File: config.mk
export PLATFORM = sky130hd
export DESIGN_NAME = multicycle_datapath_v2
export DESIGN_NICKNAME = d
export VERILOG_FILES = /design/src/rtl/multicycle_datapath_v2.sv
export SDC_FILE = /design/constraint.sdc
export NUM_CORES = 2
export LEC_CHECK = 0
export CORE_ASPECT_RATIO = 0.7
export CORE_MARGIN = 5
export CORE_UTILIZATION = 49
export CTS_CLUSTER_SIZE = 8
export DETAILED_ROUTE_END_ITERATION = 12
export DONT_BUFFER_PORTS = 1
export PLACE_DENSITY_LB_ADDON = 0.05
export SLEW_MARGIN = 25
export SYNTH_ARGS = -nofsm -noshare
export SYNTH_HDL_FRONTEND = slang
export SYNTH_SLANG_ARGS = --single-unit
File: constraint.sdc
create_clock -name clk -period 7 [get_ports clk]
set_input_delay 1.4 -clock clk [delete_from_list [all_inputs] [get_ports clk]]
set_output_delay 1.4 -clock clk [all_outputs]
set_load 0.02 [all_outputs]
File: src/rtl/multicycle_datapath_v2.sv
// Multicycle MIPS datapath (gen 2): PC/IR/MDR/A/B/ALUOut/EPC, register file,
// ALU and source muxes with a stalling memory port and precise interrupts.
module multicycle_datapath_v2 #(
    parameter logic [31:0] RESET_PC   = 32'd128,
    parameter logic [31:0] INT_VECTOR = 32'd4088,
    parameter int unsigned ADDR_WIDTH = 32
) (
    input  logic                  clk,
    input  logic                  resetN,
    input  logic [2:0]            aluControl,
    input  logic                  aluSrcA,
    input  logic [1:0]            aluSrcB,
    input  logic [1:0]            pcSource,
    input  logic [1:0]            regDst,
    input  logic [1:0]            memToReg,
    input  logic                  regWrite,
    input  logic                  isBranch,
    input  logic                  pcWrite,
    input  logic                  iorD,
    input  logic                  memRead,
    input  logic                  memWrite,
    input  logic                  irWrite,
    input  logic                  intReq,
    output logic [ADDR_WIDTH-1:0] memAddr,
    output logic [31:0]           memWdata,
    input  logic [31:0]           memRdata,
    output logic                  memWe,
    output logic                  memReq,
    input  logic                  memReady,
    output logic [5:0]            op,
    output logic [5:0]            funct,
    output logic                  zero,
    output logic                  stall,
    output logic                  intTaken
);

    localparam int unsigned DATA_W   = 32;
    localparam int unsigned REG_AW   = 5;
    localparam int unsigned NUM_REGS = 32;

    typedef enum logic [2:0] {
        ALU_ADD = 3'b000,
        ALU_SUB = 3'b001,
        ALU_AND = 3'b010,
        ALU_OR  = 3'b011,
        ALU_SLT = 3'b100,
        ALU_XOR = 3'b101,
        ALU_NOR = 3'b110,
        ALU_LUI = 3'b111
    } alu_op_e;

    logic [DATA_W-1:0] pc_q, pc_d, ir_q, ir_d, mdr_q, mdr_d;
    logic [DATA_W-1:0] a_q, a_d, b_q, b_d, aluout_q, aluout_d, epc_q, epc_d;
    logic              ie_q, ie_d, pend_q, pend_d, int_taken_q, int_taken_d;
    logic [DATA_W-1:0] rf_q [NUM_REGS];

    logic [REG_AW-1:0] rs, rt, rd, wreg;
    logic [DATA_W-1:0] rd1, rd2, wdata, sign_imm, src_a, src_b, alu_result;
    logic [DATA_W-1:0] pc_tgt, addr_full;
    logic              pc_en, take_int, rf_we;
    alu_op_e           alu_op;

    assign rs       = ir_q[25:21];
    assign rt       = ir_q[20:16];
    assign rd       = ir_q[15:11];
    assign sign_imm = {{16{ir_q[15]}}, ir_q[15:0]};
    assign alu_op   = alu_op_e'(aluControl);

    // Memory handshake and status outputs
    assign memReq    = memRead | memWrite;
    assign stall     = memReq & ~memReady;
    assign memWe     = memWrite & ~stall;
    assign addr_full = iorD ? aluout_q : pc_q;
    assign memAddr   = addr_full[ADDR_WIDTH-1:0];
    assign memWdata  = b_q;
    assign op        = ir_q[31:26];
    assign funct     = ir_q[5:0];
    assign intTaken  = int_taken_q;
    assign zero      = (alu_result == '0);

    // Register file read ports; $0 is hard-wired to zero
    assign rd1 = (rs == '0) ? '0 : rf_q[rs];
    assign rd2 = (rt == '0) ? '0 : rf_q[rt];

    // ALU operand muxes and operation
    always_comb begin
        src_a = aluSrcA ? a_q : pc_q;
        unique case (aluSrcB)
            2'b00:   src_b = b_q;
            2'b01:   src_b = 32'd4;
            2'b10:   src_b = sign_imm;
            default: src_b = {sign_imm[29:0], 2'b00};
        endcase
        alu_result = '0;
        case (alu_op)
            ALU_ADD: alu_result = src_a + src_b;
            ALU_SUB: alu_result = src_a - src_b;
            ALU_AND: alu_result = src_a & src_b;
            ALU_OR:  alu_result = src_a | src_b;
            ALU_SLT: alu_result = DATA_W'($signed(src_a) < $signed(src_b));
            ALU_XOR: alu_result = src_a ^ src_b;
            ALU_NOR: alu_result = ~(src_a | src_b);
            ALU_LUI: alu_result = {src_b[15:0], 16'h0000};
            default: alu_result = '0;
        endcase
    end

    // Write-back destination/data and next-PC source muxes
    always_comb begin
        unique case (regDst)
            2'b00:   wreg = rt;
            2'b01:   wreg = rd;
            2'b10:   wreg = REG_AW'(31);
            default: wreg = rs;
        endcase
        unique case (memToReg)
            2'b00:   wdata = aluout_q;
            2'b01:   wdata = mdr_q;
            2'b10:   wdata = pc_q;
            default: wdata = epc_q;
        endcase
        unique case (pcSource)
            2'b00:   pc_tgt = alu_result;
            2'b01:   pc_tgt = aluout_q;
            2'b10:   pc_tgt = {pc_q[31:28], ir_q[25:0], 2'b00};
            default: pc_tgt = epc_q;
        endcase
    end

    assign pc_en    = (isBranch & zero) | pcWrite;
    assign take_int = irWrite & ~stall & pend_q & ie_q;
    assign rf_we    = regWrite & ~stall & (wreg != '0);

    // Next-state for architectural registers; a stall freezes everything
    always_comb begin
        pc_d        = pc_q;
        ir_d        = ir_q;
        mdr_d       = mdr_q;
        a_d         = a_q;
        b_d         = b_q;
        aluout_d    = aluout_q;
        epc_d       = epc_q;
        ie_d        = ie_q;
        pend_d      = pend_q;
        int_taken_d = 1'b0;
        if (!stall) begin
            a_d      = rd1;
            b_d      = rd2;
            aluout_d = alu_result;
            if (memRead) mdr_d = memRdata;
            if (take_int) begin
                // Fetched instruction is dropped: IR untouched, PC redirected
                epc_d       = pc_q;
                pc_d        = INT_VECTOR;
                ie_d        = 1'b0;
                pend_d      = 1'b0;
                int_taken_d = 1'b1;
            end else begin
                if (irWrite) ir_d = memRdata;
                if (pc_en) begin
                    pc_d = pc_tgt;
                    if (pcSource == 2'b11) ie_d = 1'b1;
                end
                if (intReq) pend_d = 1'b1;
            end
        end
    end

    // Datapath state registers with synchronous reset
    always_ff @(posedge clk) begin
        if (!resetN) begin
            pc_q        <= RESET_PC;
            ir_q        <= '0;
            mdr_q       <= '0;
            a_q         <= '0;
            b_q         <= '0;
            aluout_q    <= '0;
            epc_q       <= '0;
            ie_q        <= 1'b1;
            pend_q      <= 1'b0;
            int_taken_q <= 1'b0;
        end else begin
            pc_q        <= pc_d;
            ir_q        <= ir_d;
            mdr_q       <= mdr_d;
            a_q         <= a_d;
            b_q         <= b_d;
            aluout_q    <= aluout_d;
            epc_q       <= epc_d;
            ie_q        <= ie_d;
            pend_q      <= pend_d;
            int_taken_q <= int_taken_d;
        end
    end

    // Register file write port
    always_ff @(posedge clk) begin
        if (!resetN) begin
            for (int i = 0; i < NUM_REGS; i++) rf_q[i] <= '0;
        end else if (rf_we) begin
            rf_q[wreg] <= wdata;
        end
    end

endmodule

After elaboration in Yosys (flattened, before gate mapping). Memory sizes are Yosys's and may differ from the RTL's. A register that Yosys moved wholly into a read port is not among the register bits. Cells that the tools add are included.

Input bits: 55. Word-level logic and storage cells: 99. Register bits after elaboration: 227. Memory bits (writable): 1024. Output and inout port bits: 81. Memories kept: 1.

Reduce and logical (&&, ||, !) cells: 21. $lt $le $gt $ge: 1. Eq/ne operators: 17. Add/sub/neg operators: 2. Mux-type cells: 28. Bitwise gates (word level): 18.

Memory list: rf_q (depth 32, width 32, read ports 2, clocked after Yosys merged registers in 2, wr ports 32, line 55) `logic [DATA_W-1:0] rf_q [NUM_REGS];`.

Operators with widths (number): case mux 32 bit (3 select lines) (3); case mux 32 bit (8 select lines) (1); 2-to-1 mux 32 bit (7); adder 32 bit (1); bitwise AND 32 bit (1); zero test 32 bit (1); < comparator 32 bit (1); inverter 32 bit (1); OR 32 bit (1); OR reduction 32 bit (1); subtractor 32 bit (1); XOR 32 bit (1); 2-to-1 mux 5 bit (5); case mux 5 bit (3 select lines) (1); == test 3 bit (second input constant) (4); 2-to-1 mux 1 bit (11); == test 2 bit (second input constant) (5); zero test 5 bit (2); AND reduction 3 bit (3); bitwise AND 1 bit (8); == test 2 x 1 -> 1 bit (second input constant) (4); zero test 2 bit (4); AND reduction 2 bit (4); == test 3 x 2 -> 1 bit (second input constant) (2); 8 further kinds (14).

Logic depth before layout (Yosys ltp).
Word-level depth: 10. Gate-level depth with buffers: 22. Depth with buffers taken out: 18.

Least setup slack after synthesis. OpenSTA, ideal clock, no wires.

Path type: input-to-output. Start point: in aluSrcB[0]. End point: out zero. Data arrival time: 6.447 ns. Required time: 5.600 ns. Cell stages on the path: 17. Slack: -0.847 ns. Cells stage by stage: clkbuf_1 buf_1 mux2_2 a22oi_1 inv_1 ha_1 buf_2 inv_1 a211oi_2 and2_4 mux2_4 nor4_4 nand4_1 or4_1 or4b_1 or4_4 nor3_1.

Cells in the longest elaborated chain, start to end: 6.

Ends and longest elaborated chain: from (decl) (line 12) `input logic [1:0] aluSrcB,`; == test 2 bit, or another cell as far along (line 88) `unique case (aluSrcB)`; case mux 32 bit (3 select lines) * (line 88); parallel branches: the longest is 2 deep, another holds subtractor 32 bit; case mux 32 bit (8 select lines) * (line 95) `case (alu_op)`; zero test 32 bit * (line 79) `assign zero = (alu_result == '0);`; to (decl) (line 32) `output logic zero,`.

Every way passes the cells marked *.

Final worst setup path.
Start point: in aluSrcB[1]. End point: out zero.

The elaborated chain is that of the path after synthesis.

==> results.ini <==
[outcome]
outcome = complete, but fails checks
violations = negative setup slack

[finish]
mostFrequentLayoutCell = nor2_1
nets = 5741
stdcell_count = 7505
area.growth.synth_to_final_pct = 14.0
layout_common_cells = nor2_1, edfxtp_1, mux4_2
design_area_um2 = 78400
num_antenna_cells = 0
drive_above_1_share_pct = 28.6
finish.utilization_pct = 56.0

[die]
die_h_um = 323
die_area_um2 = 148000
rows = 115
pin_count = 136
coreArea_um2 = 140000
dieWidth_um = 458
initial_core_util_pct = 49.1

[global_route]
grt_pass1_wl_mm = 365
first_global_vias = 48300
grt.overflow.total = 0
grt_max_degree = 99
antenna_found_initial = 5
grt_usage_pct = 34.7

[cts]
cts_root_buf = clkbuf_16
clk_pin_slew_ps = 50
numCtsBuffers = 176
postCtsHoldBufs = 0
cts.sinks = 1261
clock_path_buffers = 3
cts_tree = done
clkLatencyLatePin_ps = 810
cts-htree-levels = 4

[routing]
routed-wl-met2_mm = 112
drc = 0
wl_per_cell_um = 34.6
top_layer = met5
routed_wl_mm = 260
drt-initial-drc-count = 7274
met3WireLength_mm = 29.9
drt-vias-per-instance = 6.69
vias = 50200
antenna_left = 0
wl_met1_mm = 109
dr.pass1.iters = 6

[place]
place_area_um2 = 72900
dp_slack_ps = -618
dp_hpwl_mm = 164
io_buffers = 0
dp.cells = 7267
gp_congestion = 0.992

[job]
maxCapViolCount = 0

[sta]
timing.final.max_slew_violations = 0
worst_pin_slew_ps = 1180
period_needed_ps = 7130
hold_viol = 0
fin_crit_sh_pct = 102
setup_ws_ps = -134
max_freq_ghz = 0.140
rsz0062_at_grt = yes
fin_setup_tns_ps = -134
setup_violations = 1
clock_skew_ps = 36.1
slew-limit-headroom_pct = 20.8

[worst_setup_path]
crit_path_end_kind = output port
worstPathRequired_ps = 5600
cp_num_cells = 16
worstPathCellList = and2_1 > buf_4 > buf_4 > a21o_1 > ha_1 > or3_1 > or2_2 > o211ai_1 > a31oi_1 > or3_1 > a21oi_1 > a21oi_2 > o311ai_4 > buf_4 > nand4_1 > nor3_4
slowest_delay_ps = 460
arrival_ps = 5730
cp_top_family = simple AND/OR/NAND/NOR gates
cp_common_cell = buf_4
cpMaxStageDelayCell = or3_1
cp.buffers_inverters = 3
criticalPathCategory = input pin to output port
path_max_fanout = 20
crit_path_start_kind = input pin
reg2regPathDepth = 20

[min_path]
holdPathStages = 2
hold_class = flip-flop to flip-flop

[power_and_ir_drop]
leakage_nw = 27.5
p_per_area_nw_per_um2 = 255
ir_worst_vdd_mv = 0.250

[synthesis]
syn_area_per_cell_um2 = 12.6
synth_warnings = 0
async_flop_share_pct = 0
ys_ff_latch = 1261
syn_inst = 5476
syn-cell-area_um2 = 68700
yosysSeqAreaShare_pct = 51.6
synth_edf_count = 1024
yosysUniqueCellTypes = 93
synth_ff_type = edfxtp_1

==> power breakdown <==
part	internal [mW]	total (mW)	leakage, nW	switching, mW
logic	1.40	3.42	12.5	2.02
registers	8.41	8.67	12.6	0.269
clock network	4.65	7.90	2.36	3.24
==> final timing paths <==
path,start,endpoint,slack [ps]
worst max register to register,ir_q[15],pc_q[3],1140
worst min-delay path,mdr_q[9],mdr_q[9],450
worst max-delay path,aluSrcB[1],zero,-130
worst min register to register,mdr_q[9],mdr_q[9],450
==> through the flow <==
stage	hold slack, ps	total power [mW]
after floorplan	433	10.7
after global placement	441	12.0
after detailed placement	444	12.1
after CTS	452	20.0
after global routing	471	20.6
final	451	20.0
==> final cells by class <==
cell class	instances	area, um2
inverters	110	423
clock buffers	213	4680
flip-flops and latches	1261	35500
repair buffers	433	3500
well taps	1872	2340
clock inverters	10	174
fillers	11500	61600
multi-input cells	3606	31700
==> tightest hold or removal path, delay by kind of cell (launching register included) <==
kind / cells / cell delay [ps]
flip-flops: 1 / 300
AND/OR/NAND/NOR: 1 / 50
AO/OA/AOI/OAI: 1 / 50
==> Yosys cell counts, types with 13 or more instances <==
| cell type | instances | share of area (%) |
|---|---|---|
| a22oi_1 | 25 | 0.27 |
| nor4_1 | 20 | 0.18 |
| clkbuf_1 | 418 | 2.3 |
| and2_1 | 13 | 0.12 |
| nand2_1 | 422 | 2.3 |
| a21o_1 | 39 | 0.43 |
| o21ai_0 | 101 | 0.74 |
| dfxtp_1 | 237 | 6.9 |
| o211ai_1 | 25 | 0.27 |
| buf_2 | 14 | 0.10 |
| o31ai_1 | 15 | 0.16 |
| o22ai_1 | 13 | 0.12 |
| a22o_1 | 18 | 0.23 |
| buf_4 | 13 | 0.14 |
| edfxtp_1 | 1024 | 45 |
| mux2_2 | 98 | 1.6 |
| a211oi_1 | 31 | 0.34 |
| a21oi_1 | 260 | 1.9 |
| nor3_1 | 41 | 0.30 |
| mux4_2 | 663 | 22 |
| nor2_1 | 1263 | 6.9 |
| nand3_1 | 27 | 0.20 |
| a221oi_1 | 18 | 0.23 |
| nand4_1 | 18 | 0.16 |
| ha_1 | 96 | 1.7 |
| a31oi_1 | 14 | 0.13 |
| buf_1 | 83 | 0.45 |
| inv_1 | 106 | 0.58 |
| mux2i_1 | 144 | 2.1 |
==> sequential cells by signal, indices dropped and copies added (netlist names), named ones only <==
name,flops
rf_q,1024
a_q,32
aluout_q,32
epc_q,32
ir_q,32
mdr_q,32
memWdata,32
pc_q,32
ie_q,1
intTaken,1
pend_q,1
==> logic make-up after synthesis <==
logic type / count (synthesis) / share of synthesized area, %
buffers and inverters: 640 / 3.61
adder cells (fa/ha/maj): 98 / 1.81
AO/OA/AOI/OAI: 671 / 6.32
AND/OR/NAND/NOR: 1888 / 11.0
XOR/XNOR: 11 / 0.140
multiplexers: 906 / 25.4
other: 1 / 0.00545
flip-flops: 1261 / 51.6
==> layer usage <==
metal  up-vias  track usage (%)
li1      20700                -
met1     25900             52.0
met2      3093             49.8
met3       445             8.83
met4         2             11.3
met5         -                0
==> repair_timing <==
item	4_1_cts	5_1_grt
pin swaps	31	16
gates resized for setup	73	25
endpoints found under the setup margin	1	1
gates cloned	0	1
buffers inserted	9	4
(Power assumes the default switching activity.)
